## config.mk

```make
export PLATFORM = sky130hd
export DESIGN_NAME = mem_wb_register
export DESIGN_NICKNAME = d
export VERILOG_FILES = /design/src/rtl/mem_wb_register.sv
export SDC_FILE = /design/constraint.sdc
export NUM_CORES = 1
export LEC_CHECK = 0
export ABC_AREA = 1
export CAP_MARGIN = 25
export CORE_MARGIN = 5
export CORE_UTILIZATION = 44
export CTS_BUF_LIST = sky130_fd_sc_hd__clkbuf_2
export CTS_CLUSTER_SIZE = 20
export DETAILED_ROUTE_END_ITERATION = 6
export PLACE_DENSITY_LB_ADDON = 0.15
export REMOVE_ABC_BUFFERS = 1
export SYNTH_ARGS = -nofsm -noshare
export SYNTH_HDL_FRONTEND = slang
export SYNTH_SLANG_ARGS = --single-unit
```

## constraint.sdc

```tcl
create_clock -name iClk -period 2 [get_ports iClk]
set_input_delay 0.4 -clock iClk [delete_from_list [all_inputs] [get_ports iClk]]
set_output_delay 0.4 -clock iClk [all_outputs]
set_load 0.1 [all_outputs]
```

## src/rtl/mem_wb_register.sv

```systemverilog
// -----------------------------------------------------------------------------
// mem_wb_register
//
// Pipeline register between the memory (M) and writeback (W) stages of the
// 5-stage RV32I core. On each enabled edge it captures the M-stage results.
// Load data is aligned and sign/zero-extended before the register, so the
// W-stage result mux receives a final 32-bit load value. The register also
// supports stall and flush, suppresses writes to x0 and misaligned loads, and
// keeps a retired-instruction counter.
//
// Edge priority: reset > flush > hold > capture.
//
// Ports
//   iClk            clock, rising edge
//   iRstN           synchronous reset, active-low; clears every output
//   iEnM            1 = capture M inputs, 0 = hold (stall)
//   iFlushM         1 = load a bubble, also while iEnM=0
//   iValidM         M-stage instruction is valid
//   iRegWriteM      instruction writes rd
//   iResultSrcM     writeback select (000 ALU, 001 load, 010 PC+4, 011 LUI,
//                   100 AUIPC)
//   iLoadTypeM      funct3 of the load
//   iRdM            destination register
//   iAluResultM     ALU result; for loads, the byte address
//   iMemReadDataM   raw word-aligned word read from data memory
//   iPCM            instruction PC
//   iUpperImmM      U-type immediate
//   oValidW         registered valid
//   oRegWriteW      qualified register-file write enable
//   oResultSrcW     registered writeback select
//   oRdW            registered rd
//   oAluResultW     registered ALU result
//   oMemDataOutW    aligned and extended load data (raw word for non-loads)
//   oPCW            registered PC
//   oUpperImmW      registered immediate
//   oMisalignW      the instruction in W was a misaligned load
//   oRetireCountW   count of valid, non-faulting instructions captured
// -----------------------------------------------------------------------------
module mem_wb_register #(
    parameter int DATA_WIDTH     = 32,
    parameter int REG_ADDR_WIDTH = 5
) (
    input  logic                      iClk,
    input  logic                      iRstN,
    input  logic                      iEnM,
    input  logic                      iFlushM,
    input  logic                      iValidM,
    input  logic                      iRegWriteM,
    input  logic [2:0]                iResultSrcM,
    input  logic [2:0]                iLoadTypeM,
    input  logic [REG_ADDR_WIDTH-1:0] iRdM,
    input  logic [DATA_WIDTH-1:0]     iAluResultM,
    input  logic [DATA_WIDTH-1:0]     iMemReadDataM,
    input  logic [DATA_WIDTH-1:0]     iPCM,
    input  logic [DATA_WIDTH-1:0]     iUpperImmM,
    output logic                      oValidW,
    output logic                      oRegWriteW,
    output logic [2:0]                oResultSrcW,
    output logic [REG_ADDR_WIDTH-1:0] oRdW,
    output logic [DATA_WIDTH-1:0]     oAluResultW,
    output logic [DATA_WIDTH-1:0]     oMemDataOutW,
    output logic [DATA_WIDTH-1:0]     oPCW,
    output logic [DATA_WIDTH-1:0]     oUpperImmW,
    output logic                      oMisalignW,
    output logic [DATA_WIDTH-1:0]     oRetireCountW
);

    localparam logic [2:0] SRC_LOAD = 3'b001;
    localparam logic [2:0] LT_LB    = 3'b000;
    localparam logic [2:0] LT_LH    = 3'b001;
    localparam logic [2:0] LT_LW    = 3'b010;
    localparam logic [2:0] LT_LBU   = 3'b100;
    localparam logic [2:0] LT_LHU   = 3'b101;

    // Byte/halfword lane select and extension. Halfword select uses only a[1],
    // so a misaligned halfword still returns the enclosing aligned halfword.
    function automatic logic [DATA_WIDTH-1:0] format_load(
        input logic [2:0]            lt,
        input logic [1:0]            a,
        input logic [DATA_WIDTH-1:0] w
    );
        logic [7:0]  b;
        logic [15:0] h;
        b = w[{a, 3'b000} +: 8];
        h = a[1] ? w[31:16] : w[15:0];
        case (lt)
            LT_LB:   format_load = {{24{b[7]}}, b};
            LT_LBU:  format_load = {24'd0, b};
            LT_LH:   format_load = {{16{h[15]}}, h};
            LT_LHU:  format_load = {16'd0, h};
            default: format_load = w;
        endcase
    endfunction

    logic                      valid_q,     valid_d;
    logic                      regwrite_q,  regwrite_d;
    logic [2:0]                resultsrc_q, resultsrc_d;
    logic [REG_ADDR_WIDTH-1:0] rd_q,        rd_d;
    logic [DATA_WIDTH-1:0]     alu_q,       alu_d;
    logic [DATA_WIDTH-1:0]     memdata_q,   memdata_d;
    logic [DATA_WIDTH-1:0]     pc_q,        pc_d;
    logic [DATA_WIDTH-1:0]     uimm_q,      uimm_d;
    logic                      misalign_q,  misalign_d;
    logic [DATA_WIDTH-1:0]     retire_cnt_q, retire_cnt_d;

    logic                      is_load_m;
    logic                      misalign_m;
    logic [1:0]                addr_lo_m;
    logic [DATA_WIDTH-1:0]     load_data_m;

    // M-stage decode: misalignment is only meaningful for valid loads.
    always_comb begin
        addr_lo_m  = iAluResultM[1:0];
        is_load_m  = iValidM && (iResultSrcM == SRC_LOAD);
        misalign_m = 1'b0;
        if (is_load_m) begin
            if ((iLoadTypeM == LT_LH) || (iLoadTypeM == LT_LHU)) begin
                misalign_m = addr_lo_m[0];
            end else if (iLoadTypeM == LT_LW) begin
                misalign_m = (addr_lo_m != 2'b00);
            end
        end
        load_data_m = (iResultSrcM == SRC_LOAD)
                    ? format_load(iLoadTypeM, addr_lo_m, iMemReadDataM)
                    : iMemReadDataM;
    end

    // Next state: flush > hold > capture; the counter only moves on capture.
    always_comb begin
        valid_d      = valid_q;
        regwrite_d   = regwrite_q;
        resultsrc_d  = resultsrc_q;
        rd_d         = rd_q;
        alu_d        = alu_q;
        memdata_d    = memdata_q;
        pc_d         = pc_q;
        uimm_d       = uimm_q;
        misalign_d   = misalign_q;
        retire_cnt_d = retire_cnt_q;
        if (iFlushM) begin
            valid_d     = 1'b0;
            regwrite_d  = 1'b0;
            resultsrc_d = '0;
            rd_d        = '0;
            alu_d       = '0;
            memdata_d   = '0;
            pc_d        = '0;
            uimm_d      = '0;
            misalign_d  = 1'b0;
        end else if (iEnM) begin
            valid_d     = iValidM;
            regwrite_d  = iValidM && iRegWriteM && (iRdM != '0) && !misalign_m;
            resultsrc_d = iResultSrcM;
            rd_d        = iRdM;
            alu_d       = iAluResultM;
            memdata_d   = load_data_m;
            pc_d        = iPCM;
            uimm_d      = iUpperImmM;
            misalign_d  = misalign_m;
            if (iValidM && !misalign_m) begin
                retire_cnt_d = retire_cnt_q + 1'b1;
            end
        end
    end

    // ---- M -> W register boundary ----
    always_ff @(posedge iClk) begin
        if (!iRstN) begin
            valid_q      <= 1'b0;
            regwrite_q   <= 1'b0;
            resultsrc_q  <= '0;
            rd_q         <= '0;
            alu_q        <= '0;
            memdata_q    <= '0;
            pc_q         <= '0;
            uimm_q       <= '0;
            misalign_q   <= 1'b0;
            retire_cnt_q <= '0;
        end else begin
            valid_q      <= valid_d;
            regwrite_q   <= regwrite_d;
            resultsrc_q  <= resultsrc_d;
            rd_q         <= rd_d;
            alu_q        <= alu_d;
            memdata_q    <= memdata_d;
            pc_q         <= pc_d;
            uimm_q       <= uimm_d;
            misalign_q   <= misalign_d;
            retire_cnt_q <= retire_cnt_d;
        end
    end

    assign oValidW       = valid_q;
    assign oRegWriteW    = regwrite_q;
    assign oResultSrcW   = resultsrc_q;
    assign oRdW          = rd_q;
    assign oAluResultW   = alu_q;
    assign oMemDataOutW  = memdata_q;
    assign oPCW          = pc_q;
    assign oUpperImmW    = uimm_q;
    assign oMisalignW    = misalign_q;
    assign oRetireCountW = retire_cnt_q;

endmodule

```

==> results of run 1 <==
-- logic make-up after synthesis --
logic type                 Yosys count  share of synthesized area, %
DFF                                171                         46.44
adders and majority gates            1                        0.1697
and+or+nand+nor                    502                         27.55
buffers and inverters              117                         6.789
AOI/OAI and AO/OA                  260                         18.58
xor gates and xnor gates             4                        0.4753
-- routing by layer --
| metal | vias to the layer above | part of all wire (%) | track usage, % |
|---|---|---|---|
| met1 | 3600 | 40 | 28.73 |
| met4 | 2 | 2.3 | 7.673 |
| met3 | 34 | 9.8 | 9.983 |
| met2 | 274 | 48 | 41.04 |
| met5 | - | 0.028 | 0 |
| li1 | 4053 | - | - |
-- repair_timing --
action,4_1_cts,5_1_grt
hold buffers,1,0
hold endpoints to repair,15,0
setup endpoints to repair,20,54
gates resized for setup,24,52
setup buffers,0,1
-- sequential cells by signal (all words and copies together), names as in the netlist --
name           flops
oRegWriteW         1
oValidW            1
oPCW              32
oResultSrcW        3
oMemDataOutW      32
oUpperImmW        32
oMisalignW         1
oRetireCountW     32
oAluResultW       32
oRdW               5
-- how the worst max path moves through the flow --
stage	from	endpoint	slack [ns]	cells after the start
final	oRetireCountW[17]$_SDFFE_PN0P_	oRetireCountW[17]	0.10	1
after global routing	oRetireCountW[12]$_SDFFE_PN0P_	oRetireCountW[12]	-0.006	2
after CTS	oRetireCountW[11]$_SDFFE_PN0P_	oRetireCountW[11]	0.0002	1
after detailed placement	iAluResultM[1]	oMemDataOutW[24]$_SDFFE_PP0P_	-0.1	9
after global placement	iResultSrcM[0]	oRetireCountW[25]$_SDFFE_PN0P_	-0.05	11
after floorplan	iEnM	oMemDataOutW[30]$_SDFFE_PP0P_	-0.57	3
-- layout make-up --
type	instances	area (um2)
fillers	1444	5369
multi-input cells	767	3458
repair buffers	355	3458
flip-flops and latches	171	3451
well taps	220	275.3
inverters	59	225.2
clock inverters	15	197.7
clock buffers	17	85.08
diodes	2	5.005
-- tightest hold or removal path: cells and delay by family --
kind | cells | cell delay (ns)
buffers and inverters | 1 | 0.39
AND/OR/NAND/NOR | 1 | 0.06
AO/OA/AOI/OAI | 1 | 0.05
-- power by group through the flow --
stage	clock network [mW]	registers (mW)	logic (mW)
after floorplan	0	4.33	0.296
after global placement	0	3.63	1.66
after detailed placement	0	3.63	1.67
after CTS	2.15	3.57	1.67
after global routing	2.29	3.59	1.77
final	2.08	3.57	1.68
-- cell usage in the layout (no fill, tap or decap), types with 2 or more instances in the layout --
cell             count
nor3b_1              3
diode_2              2
o21bai_1             8
dfxtp_2             22
nor2_2               7
buf_12              19
nand3b_1             2
nand3_1             35
inv_8                5
clkinv_8             2
buf_6               52
o21bai_2             4
inv_2                4
clkinv_4             2
xnor2_1              3
a21oi_1            177
dfxtp_1            149
inv_1               53
nor3_1               8
nor2_1              76
clkdlybuf4s50_1    143
nor2_4               2
o211ai_1             2
buf_4              140
clkinv_2             2
clkbuf_2            17
inv_6                3
o21ai_1              3
nand2_1            350
bufinv_16            2
o21ai_0             63
nand4_1              9
nand2_2              6
-- per-stage QoR --
stage | cell area [um2] | util, %
after floorplan | 7093 | -
after global placement | 10620 | 64.25
after detailed placement | 10620 | 64.25
after CTS | 10980 | 66.46
after global routing | 11160 | 67.51
final | 11160 | 67.51
==> metrics.md, run 1 <==
| Metric | Value |
|---|---|
| RePlAce Congestion | `0.8858` |
| Total core area | `16520 um2` |
| Die Wd | `139.4 um` |
| Endpoint, Worst Hold | `oUpperImmW[3]$_SDFFE_PP0P_` |
| Max VDD drop | `0.0007627 V` |
| Library cells used by synthesis | `34` |
| Buf/Inv on CP | `1` |
| Vias in the first global route | `7489` |
| TritonCTS Sinks | `171` |
| CP max stage delay | `0.48 ns` |
| DRC Markers | `0` |
| Mapped Area | `7372 um2` |
| Area leader, netlist | `dfxtp_1` |
| Setup ws final | `0.1025 ns` |
| Crit path DAT | `1.50 ns` |
| Placed Instances | `1570` |
| Top cells by area, synth | `dfxtp_1 46%, nand2_1 18%, a21oi_1 12%` |
| CP Capture Type | `output port` |
| P&R area growth vs syn | `51.32%` |
| Clk_skew | `0.03334 ns` |
| Total chip power | `7.338 mW` |
| CTS root buf | `clkbuf_2` |
| Die Area | `19440 um2` |
| Die H | `139.4 um` |
| Worst Min Path Start | `iUpperImmM[3]` |
| WHS | `0.1208 ns` |
| Worst Hold Path Cells | `3` |
| Clock Latency Late Sink | `0.76 ns` |
| Starting Density | `44.61%` |
| Htree depth | `4` |
| Fin cells | `1606` |
| Routed wire length | `24.82 mm` |
| Tightest Hold Check Type | `in2reg` |
| Most common cell in the synthesized netlist | `nand2_1` |
| Logic pwr share | `22.9%` |
| Status | `complete, no violations` |
| Crit path required time | `1.60 ns` |
| Least-Margin Pin Slew | `0.8023 ns` |
| Seq pwr share | `48.7%` |
| Sw Share | `35.64%` |
| Starting DRC count in detailed routing | `563` |
| Gr ovfl total | `0` |
| Initial antenna violation count | `3` |
| Worst r2r path cells | `9` |
| Sequential area share after synthesis | `46.44%` |
| NumNets Final | `1517` |
| # rows | `47` |
| Synth top area share | `46.44%` |
| Yosys warnings | `0` |
| Max_slew headroom | `46.51%` |
| Ys async rst share | `0%` |
| First-pass GRT wire length | `38.83 mm` |
| Minimum clock period | `1.897 ns` |
| Int Pwr | `4.723 mW` |
| Max Root-Sink Buffers | `2` |
| CTS Buf Count | `17` |
| Drt pass-1 iters | `5` |
| DR vias/cell | `4.958` |
| Synthesized area per cell | `6.988 um2` |
| Crit-path max FO | `5` |
| Crit-path slowest cell | `dfxtp_1` |
| CTS tree | `done` |
| Boundary Pins | `316` |
| Final max-slew violation count | `0` |
| R2R Setup Slk | `0.27 ns` |
| CP Cell Sequence | `buf_6` |
| Synth Instances | `1055` |
| Sum Neg Setup Slack | `0 ns` |
| Flops & latches, synth | `171` |
| CP startpoint kind | `flip-flop` |
| EDFF count, synth | `0` |
| Average wire per standard cell | `15.45 um` |
| GRT Util Overall | `24.50%` |
| Worst reg2reg endpoint | `oRetireCountW[28]$_SDFFE_PN0P_` |
| I/O Buffers | `315` |
| DP Wirelength | `18.33 mm` |
| Clk pwr share | `28.4%` |
| Final setup vio count | `0` |
| Via count | `7963` |
| Antenna-violating nets left | `0` |
| Pin count of the biggest net entering global routing | `81` |
| Max Cap Violations | `0` |
| CP delay by family, top | `flip-flops` |
| Final Hold Fails | `0` |
| LEAKAGE | `4.577 nW` |
| PD cells | `657.8 nW/um2` |
| Post-synth top cells | `350 x nand2_1, 177 x a21oi_1, 171 x dfxtp_1` |
| Clock slew at reported path FFs | `0.30 ns` |
| CP Class | `reg2out` |
| Ys flop type | `dfxtp_1` |
| Period utilization | `94.87%` |
| P_sw | `2.615 mW` |
| Share of cells above drive strength 1 | `21.17%` |
| FMAX | `527.0 MHz` |
| Setup WS pre-CTS | `-0.09746 ns` |
| FF-to-FF Start | `oRetireCountW[0]$_SDFFE_PN0P_` |
Power figures use the tool's default switching activity.
==> run 2, diff against run 1 <==
- SLEW_MARGIN: unset -> 0
==> results of run 2 <==
No change in the layout: final DEF, timing and power equal those of run 1.
==> run 3, diff against run 2 <==
- CAP_MARGIN: 25 -> 10
==> results of run 3 <==
No change in the layout: final DEF, timing and power equal those of run 1.
